### config.mk
export PLATFORM = sky130hd
export DESIGN_NAME = time_keeper_24h
export DESIGN_NICKNAME = d
export VERILOG_FILES = /design/src/rtl/clock24_pkg.sv /design/src/rtl/bcd_field_cnt.sv /design/src/rtl/time_keeper_24h.sv
export SDC_FILE = /design/constraint.sdc
export NUM_CORES = 1
export LEC_CHECK = 0
export ABC_AREA = 1
export ABC_CLOCK_PERIOD_IN_PS = 2050
export CAP_MARGIN = 15
export CORE_UTILIZATION = 35
export CTS_CLUSTER_SIZE = 12
export DETAILED_ROUTE_END_ITERATION = 7
export DONT_BUFFER_PORTS = 1
export GPL_TIMING_DRIVEN = 0
export PLACE_DENSITY_LB_ADDON = 0.05
export SLEW_MARGIN = 20
export SYNTH_ARGS = -nofsm -noshare
export SYNTH_HDL_FRONTEND = slang
export SYNTH_SLANG_ARGS = --single-unit
### constraint.sdc
create_clock -name CLK -period 2.05 [get_ports CLK]
set_clock_uncertainty 0.05 [all_clocks]
set_input_delay 0.41 -clock CLK [delete_from_list [all_inputs] [get_ports CLK]]
set_output_delay 0.41 -clock CLK [all_outputs]
set_load 0.05 [all_outputs]
### src/rtl/clock24_pkg.sv
// Shared definitions for the 24-hour BCD time keeper.
// Contents: the set-mode state enum, the BCD constants and default field
// limits, and the bit positions of the per-field blink mask.
package clock24_pkg;

  typedef enum logic [1:0] {
    RUN   = 2'd0,
    SET_H = 2'd1,
    SET_M = 2'd2,
    SET_S = 2'd3
  } state_e;

  localparam logic [7:0] BCD_ZERO = 8'h00;
  localparam logic [7:0] HMAX_DEF = 8'h23;
  localparam logic [7:0] MMAX_DEF = 8'h59;

  localparam int BLK_H = 2;
  localparam int BLK_M = 1;
  localparam int BLK_S = 0;

endpackage

### src/rtl/bcd_field_cnt.sv
// Two-digit BCD field counter (one hour, minute or second field).
// Ports:
//   CLK, RST  : clock, asynchronous active-low reset
//   inc       : advance the field by one, wrapping at max
//   clr       : force the field to 00 (has priority over inc)
//   max       : last legal value before wrap (BCD)
//   value     : registered BCD field value
//   wrap      : combinational, high when an inc is turning max into 00
module bcd_field_cnt
  import clock24_pkg::*;
(
  input  logic       CLK,
  input  logic       RST,
  input  logic       inc,
  input  logic       clr,
  input  logic [7:0] max,
  output logic [7:0] value,
  output logic       wrap
);

  logic [7:0] value_q, value_d;
  logic       bad;

  // A field that somehow holds an invalid digit or a value beyond max is
  // recovered to 00 on its next increment rather than counting onward.
  assign bad   = (value_q[7:4] > 4'd9) || (value_q[3:0] > 4'd9) || (value_q > max);
  assign wrap  = inc && (value_q == max);
  assign value = value_q;

  always_comb begin
    value_d = value_q;
    if (clr) begin
      value_d = BCD_ZERO;
    end else if (inc) begin
      if (wrap || bad)
        value_d = BCD_ZERO;
      else if (value_q[3:0] == 4'd9)
        value_d = {value_q[7:4] + 4'd1, 4'd0};
      else
        value_d = {value_q[7:4], value_q[3:0] + 4'd1};
    end
  end

  always_ff @(posedge CLK or negedge RST) begin
    if (!RST) value_q <= BCD_ZERO;
    else      value_q <= value_d;
  end

endmodule

### src/rtl/time_keeper_24h.sv
// 24-hour BCD time-of-day counter with button-driven set mode.
// Ports:
//   CLK, RST  : clock, asynchronous active-low reset
//   EN1HZ     : one-cycle tick per second from the prescaler
//   SIG2HZ    : 2 Hz square wave for blinking the field being set
//   MODE, UP  : debounced one-cycle button pulses
//   HOUR/MIN/SEC : registered BCD time fields
//   BLANK     : {hour,min,sec} blank mask, follows SIG2HZ one cycle late
//   DAYCARRY  : one-cycle pulse on the midnight rollover
//   SETTING   : high while in any set state
//
// state | meaning
// RUN   | time advances on EN1HZ, UP ignored
// SET_H | time frozen, UP increments hours (no carry)
// SET_M | time frozen, UP increments minutes (no carry)
// SET_S | time frozen, UP clears seconds
module time_keeper_24h #(
  parameter logic [7:0] HMAX = clock24_pkg::HMAX_DEF,
  parameter logic [7:0] MMAX = clock24_pkg::MMAX_DEF
) (
  input  logic       CLK,
  input  logic       RST,
  input  logic       EN1HZ,
  input  logic       SIG2HZ,
  input  logic       MODE,
  input  logic       UP,
  output logic [7:0] HOUR,
  output logic [7:0] MIN,
  output logic [7:0] SEC,
  output logic [2:0] BLANK,
  output logic       DAYCARRY,
  output logic       SETTING
);
  import clock24_pkg::*;

  state_e     state_q, state_d;
  logic [2:0] blank_q, blank_d;
  logic       daycarry_q, daycarry_d;
  logic       setting_q, setting_d;

  logic run, up_ok;
  logic sec_inc, sec_clr, min_inc, hour_inc;
  logic sec_wrap, min_wrap, hour_wrap;

  // MODE wins over UP in every set state; the carry chain exists only in RUN
  // so set-mode wraps never ripple into a neighbouring field.
  assign run      = (state_q == RUN);
  assign up_ok    = UP && !MODE;
  assign sec_inc  = run && EN1HZ;
  assign sec_clr  = (state_q == SET_S) && up_ok;
  assign min_inc  = run ? sec_wrap : ((state_q == SET_M) && up_ok);
  assign hour_inc = run ? min_wrap : ((state_q == SET_H) && up_ok);

  bcd_field_cnt u_sec (
    .CLK(CLK), .RST(RST), .inc(sec_inc), .clr(sec_clr), .max(MMAX),
    .value(SEC), .wrap(sec_wrap)
  );

  bcd_field_cnt u_min (
    .CLK(CLK), .RST(RST), .inc(min_inc), .clr(1'b0), .max(MMAX),
    .value(MIN), .wrap(min_wrap)
  );

  bcd_field_cnt u_hour (
    .CLK(CLK), .RST(RST), .inc(hour_inc), .clr(1'b0), .max(HMAX),
    .value(HOUR), .wrap(hour_wrap)
  );

  always_comb begin
    state_d = state_q;
    if (MODE) begin
      case (state_q)
        RUN:     state_d = SET_H;
        SET_H:   state_d = SET_M;
        SET_M:   state_d = SET_S;
        default: state_d = RUN;
      endcase
    end

    // Blank mask and SETTING are decoded from the next state so they line up
    // with the registered state they describe.
    blank_d = 3'b000;
    case (state_d)
      SET_H:   blank_d[BLK_H] = SIG2HZ;
      SET_M:   blank_d[BLK_M] = SIG2HZ;
      SET_S:   blank_d[BLK_S] = SIG2HZ;
      default: blank_d = 3'b000;
    endcase

    setting_d  = (state_d != RUN);
    daycarry_d = run && hour_wrap;
  end

  always_ff @(posedge CLK or negedge RST) begin
    if (!RST) begin
      state_q    <= RUN;
      blank_q    <= 3'b000;
      daycarry_q <= 1'b0;
      setting_q  <= 1'b0;
    end else begin
      state_q    <= state_d;
      blank_q    <= blank_d;
      daycarry_q <= daycarry_d;
      setting_q  <= setting_d;
    end
  end

  assign BLANK    = blank_q;
  assign DAYCARRY = daycarry_q;
  assign SETTING  = setting_q;

endmodule

==> results of run 1 <==
metal layers:
metal	vias to the layer above	part of all wire, %	global-route usage, %	wire length [um]
met5	-	0	0	0
met3	6	5.7	5.83	225
met4	0	1.2	7.69	48
li1	740	-	-	-
met2	56	49	24.3	1960
met1	695	44	18.6	1740
state kept, by name, indices dropped and copies added, names as in the netlist:
signal / count
u_hour.value: 8
u_min.value: 8
u_sec.value: 8
BLANK: 3
state_q: 2
DAYCARRY: 1
SETTING: 1
layout by cell type (no fill, tap or decap):
cell type	n
clkbuf_8	5
dfrtp_1	17
nand2_1	49
nand2_2	2
o21a_1	1
o21ai_0	10
inv_1	39
nand3_2	3
xor2_1	4
xnor2_1	1
nand3_1	10
nor2_4	3
nor2_2	4
nor2_1	17
buf_6	1
buf_4	7
dfrtp_2	14
a21oi_1	11
buf_2	1
o31ai_4	1
dlygate4sd3_1	1
o21ai_1	4
nand2_4	3
clkinv_2	1
nand4_1	8
nand4_2	1
ha_4	2
clkinvlp_4	2
inv_2	5
nor3_1	5
buf_12	1
ha_1	11
synth_stat cells:
master | number | area [um^2]
o21a_1 | 1 | 7.51
nand4_2 | 1 | 12.5
o21ai_0 | 11 | 55.1
a21oi_1 | 11 | 55.1
dfrtp_1 | 31 | 776
xnor2_1 | 1 | 8.76
o31ai_2 | 1 | 12.5
xor2_1 | 4 | 35.0
inv_1 | 42 | 158
nand4_1 | 8 | 50.1
nor2_4 | 3 | 33.8
nor2_2 | 4 | 25.0
nand3_2 | 3 | 30.0
nand2_2 | 3 | 18.8
nor3_1 | 5 | 25.0
nand3_1 | 10 | 50.1
buf_6 | 1 | 11.3
inv_2 | 2 | 7.51
nand2_4 | 1 | 11.3
o21ai_1 | 3 | 15.0
nand2_1 | 50 | 188
nor2_1 | 17 | 63.8
ha_1 | 13 | 163
worst paths after layout:
path / startpoint / to / slack (ps) / cells after the start
worst max-delay path: u_min.value[5] / u_hour.value[5] / 130 / 12
worst min-delay path: SIG2HZ / BLANK[0] / 240 / 2
worst max register to register: u_min.value[5] / u_hour.value[5] / 130 / 12
worst min register to register: state_q[1] / SETTING / 650 / 2
max in group asynchronous: RST / u_hour.value[2] / 1230 / 2
min in group asynchronous: RST / u_sec.value[1] / 530 / 2
report_power, final:
group,switching (mW),internal [mW],total (mW)
combinational,0.647,0.384,1.03
sequential,0.927,0.829,1.76
clock,0.248,0.236,0.484
total,1.82,1.45,3.27
metrics by stage:
stage | util [%] | cell area (um^2)
after floorplan | - | 1810
after global placement | 39.1 | 1900
after detailed placement | 39.1 | 1900
after CTS | 42.0 | 2030
after global routing | 44.1 | 2140
final | 44.1 | 2140
critical path, stage by stage (launching register included):
cell	delay, ps
dfrtp_2	540
inv_2	100
ha_1	160
nand2_1	50
inv_1	100
nand2_1	60
nor2_2	110
buf_4	130
nand3_2	90
nand2_4	100
buf_6	120
nand4_2	90
o21ai_1	150
what timing repair did:
| action | in CTS | in global routing |
|---|---|---|
| hold buffers | 2 | 0 |
| gates resized for setup | 10 | 16 |
| pin swaps | 2 | 8 |
| endpoints found under the hold margin | 31 | 0 |
| setup endpoints to repair | 20 | 16 |
| setup buffers | 1 | 6 |
| cloned | 0 | 1 |
logic make-up (layout without fill, tap and decap cells):
group           count (synthesis)  in the layout
simple gates                  105            105
xor+xnor                        5              5
flops                          31             31
buf+inv                        45             63
fa+ha+maj                      13             13
compound gates                 27             27
cell type report:
class,count,share of cell area (%)
plain buffers,1,0.527
clock buffers,5,3.22
clock inverters,3,0.937
inverters,44,7.73
multi-input cells,150,42.4
flip-flops and latches,31,37.1
well taps,67,3.93
repair buffers,10,4.10
==> impl_metrics.yaml, run 1 <==
status:
  status: "finished clean"
placed_design:
  dpl.hpwl_um: 2700
  dpl.cell_count: 293
  portBuffers: 0
  gp_congestion: 0.825
  pre_cts_ws_ps: -191
run:
  cap_violations: 0
worst_setup_path:
  worstPathRequired_ps: 2210
  start_kind: "flop"
  cp.arrival_ps: 2080
  worst_setup_path_end_kind: "flop"
  critPathKind: "reg -> reg"
  cp_max_fo: 5
synth:
  synth_seq_area_share_pct: 42.8
  synthXorXnorAreaFrac_pct: 2.42
  synth_adder_area_share_pct: 8.98
  yosysWarnings: 0
  synth.net_count: 245
  synth-seq-cells: 31
  syn_area_per_cell_um2: 8.02
  synth_compound_area_share_pct: 8.01
  synth_top_family_by_area: "simple AND/OR/NAND/NOR gates"
  synthDistinctLibCells: 23
  synth.area.mux_share_pct: 0
  postSynthCellCount: 226
  syn_area_mm2: 0.00181
  yosys.area_share.simple_pct: 28.0
route:
  drt-initial-drc-count: 124
  avgRoutedWirePerCell_um: 12.8
  vias: 1497
  routed_via_density: 4.81
  ant_nets: 0
  drc: 0
  drt_first_pass_iters: 4
  routed_wl_um: 3970
timing:
  whs_ps: 238
  setup_tns_ps: 0
  fin_ws_ps: 129
  tightest_slew_ps: 617
  timing.fmax_mhz: 521
  post-route-period-util_pct: 93.7
  slew-limit-headroom_pct: 58.6
  slew_violations: 0
  fin_crit_ps: 1920
  finalHoldViolCount: 0
  setup_viol: 0
final_layout:
  multi_input_area_um2: 906
  syn2layout_area_growth_pct: 17.9
  diodes: 0
  n_fill_cell: 482
  layout-drive-gt1-share_pct: 23.0
  regArea_um2: 793
  finalNetCount: 262
  fin_cells: 311
clock_network:
  clk_pin_slew_worst_paths_ps: 70
  cts_buffers: 5
  cts_tree: "built"
  clock_path_buffers: 2
  numClockSinks: 31
  clkLatencyLatePin_ps: 280
  htree_levels: 2
  ctsRootBufferMaster: "clkbuf_8"
global_route:
  first_global_vias: 1428
  grt_overflow: 0
  antenna_found_initial: 0
  grt_pass1_wl_um: 6350
  track_usage_pct: 15.5
  grt_max_degree: 32
floorplan:
  rows: 25
  die_y_um: 73.9
  pin_count: 35
  core_area_mm2: 0.00485
  dieArea_mm2: 0.00547
  start_util_pct: 37.4
  die_w_um: 73.9
power:
  leakagePower_nw: 1.04
  vdd_drop_max_v: 0.000530
  cellPowerDensity_mw_per_mm2: 1530
  power.total_mw: 3.27
hold_path:
  hold_path.class: "in -> reg"
No activity file was read; power rests on OpenSTA's default activity.
==> inputs of run 2 (changes only) <==
--- a/config.mk
+++ b/config.mk
@@ -6,14 +6,16 @@
 export NUM_CORES = 1
 export LEC_CHECK = 0
 export ABC_AREA = 1
-export ABC_CLOCK_PERIOD_IN_PS = 2050
+export ABC_CLOCK_PERIOD_IN_PS = 1630
 export CAP_MARGIN = 15
+export CORE_MARGIN = 2
 export CORE_UTILIZATION = 35
 export CTS_CLUSTER_SIZE = 12
 export DETAILED_ROUTE_END_ITERATION = 7
 export DONT_BUFFER_PORTS = 1
 export GPL_TIMING_DRIVEN = 0
 export PLACE_DENSITY_LB_ADDON = 0.05
+export SKIP_LAST_GASP = 1
 export SLEW_MARGIN = 20
 export SYNTH_ARGS = -nofsm -noshare
 export SYNTH_HDL_FRONTEND = slang
==> constraint.sdc (replaced) <==
create_clock -name CLK -period 1.63 [get_ports CLK]
set_clock_uncertainty 0.05 [all_clocks]
set_input_delay 0.326 -clock CLK [delete_from_list [all_inputs] [get_ports CLK]]
set_output_delay 0.326 -clock CLK [all_outputs]
set_load 0.05 [all_outputs]
==> impl_metrics.yaml, run 2 (synthesized netlist as in run 1, its figures left out) <==
floorplan:
  start_util_pct: 35.9
  die_w_um: 75.9
  rows: 26
  pin_count: 35
  dieArea_mm2: 0.00577
  die_y_um: 75.9
  core_area_mm2: 0.00504
route:
  routed_wl_um: 3990
  drc: 0
  routed_via_density: 4.65
  drt-initial-drc-count: 54
  vias: 1496
  drt_first_pass_iters: 4
  avgRoutedWirePerCell_um: 12.4
  ant_nets: 0
timing:
  tightest_slew_ps: 612
  setup_tns_ps: -4250
  post-route-period-util_pct: 113
  fin_ws_ps: -212
  finalHoldViolCount: 0
  setup_viol: 25
  rsz0062_at_grt: "true"
  slew-limit-headroom_pct: 59.2
  slew_violations: 0
  timing.fmax_mhz: 543
  fin_crit_ps: 1840
final_layout:
  mostFrequentLayoutCell: "nand2_1"
  diodes: 0
  fin_area_mm2: 0.00242
  layout_common_cells: "38 x nand2_1, 34 x inv_1, 20 x dfrtp_2, 12 x nor2_1"
  syn2layout_area_growth_pct: 33.6
  fin_cells: 322
  utilization_pct: 48.0
  layout-drive-gt1-share_pct: 42.1
  finalNetCount: 270
power:
  vdd_drop_max_v: 0.000878
  power.total_mw: 4.62
  cellPowerDensity_mw_per_mm2: 1910
  leakagePower_nw: 1.14
clock_network:
  htree_levels: 2
  clk_pin_slew_worst_paths_ps: 70
  numClockSinks: 31
  cts_tree: "built"
  clkLatencyLatePin_ps: 280
  clock_path_buffers: 2
  ctsRootBufferMaster: "clkbuf_8"
  cts_buffers: 5
status:
  violations: "negative setup slack"
  status: "finished with violations"
hold_path:
  hold_path.class: "in -> reg"
  hp-start: "SIG2HZ"
worst_setup_path:
  regToRegSetupSlack_ps: -210
  r2r_start: "u_min.value[5]"
  cp_max_fo: 5
  start_kind: "flop"
  cp.arrival_ps: 2010
  worst_setup_path_end_kind: "flop"
  critPathKind: "reg -> reg"
  worstPathRequired_ps: 1800
  crit_start: "u_min.value[5]"
global_route:
  grt_max_degree: 32
  grt_overflow: 0
  antenna_found_initial: 0
  grt_pass1_wl_um: 6770
  first_global_vias: 1489
  track_usage_pct: 14.4
placed_design:
  gp_congestion: 0.721
  portBuffers: 0
  dpl-instance-area_mm2: 0.00196
  dpl.cell_count: 296
  dpl.hpwl_um: 2700
run:
  cap_violations: 0
[run 2: cell types whose count changed in the layout (fill, tap and decap cells not counted), moves of 6 or more]
| cell | previous run | this run |
|---|---|---|
| nand2_1 | 49 | 38 |
| nand2_2 | 2 | 11 |
| a21oi_1 | 11 | 5 |
| dfrtp_1 | 17 | 11 |
| dfrtp_2 | 14 | 20 |
[run 2: power by group]
| part | switching (mW) | internal [mW] |
|---|---|---|
| Clock | 0.301 | 0.494 |
| Combinational | 0.952 | 0.630 |
| Sequential | 1.19 | 1.05 |
| Total | 2.44 | 2.18 |
[run 2: final cells by class]
class	instances	area, um^2
Tap cell	70	87.6
Buffer	1	11.3
Clock inverter	2	35.0
Inverter	44	170
Clock buffer	6	82.6
Timing Repair Buffer	18	169
Sequential cell	31	801
Multi-Input combinational cell	150	1060
Fill cell	499	2620
[run 2: per-stage QoR]
| stage | setup WS [ps] | hold slack, ps |
|---|---|---|
| 3_5_place_dp | -369 | -19.0 |
| 6_report | -212 | 152 |
| 3_3_place_gp | -376 | -19.0 |
| 2_1_floorplan | -176 | -19.6 |
| 4_1_cts | -204 | 143 |
| 5_1_grt | -315 | 167 |
[run 2: timing repair]
action                                  4_1_cts  5_1_grt
resized for setup                            46       20
hold buffers                                  2        0
pin swaps                                    11       12
setup buffers                                12        4
endpoints found under the setup margin       24       25
hold endpoints to repair                     31        0
[run 2: worst paths after layout]
kind                       depth (start not counted)         endpoint
setup / recovery                                  14   u_min.value[6]
hold / removal                                     2         BLANK[2]
setup reg to reg                                  14   u_min.value[6]
hold reg to reg                                    2  u_hour.value[6]
max in group asynchronous                          2   u_sec.value[4]
min in group asynchronous                          2   u_sec.value[3]
[run 2: critical path, stage by stage, from the launching register on]
cell and delay [ps]:
dfrtp_2 540, inv_2 120, ha_4 130, nand2_2 50, inv_2 80, nand2_2 60, nor2_4 120, inv_2 70
nand2_2 70, nand2_2 60, nor2_4 140, nand2_4 100, nand2_4 80, nand2_1 50, nand2_1 70
[run 2: layer usage]
layer	wire length (um)	share of wire [%]	global-route usage (%)	up-vias
met4	57	1.4	4.91	0
li1	-	-	-	762
met5	0	0	0	-
met2	1910	48	23.5	32
met1	1790	45	17.7	696
met3	227	5.7	5.36	6
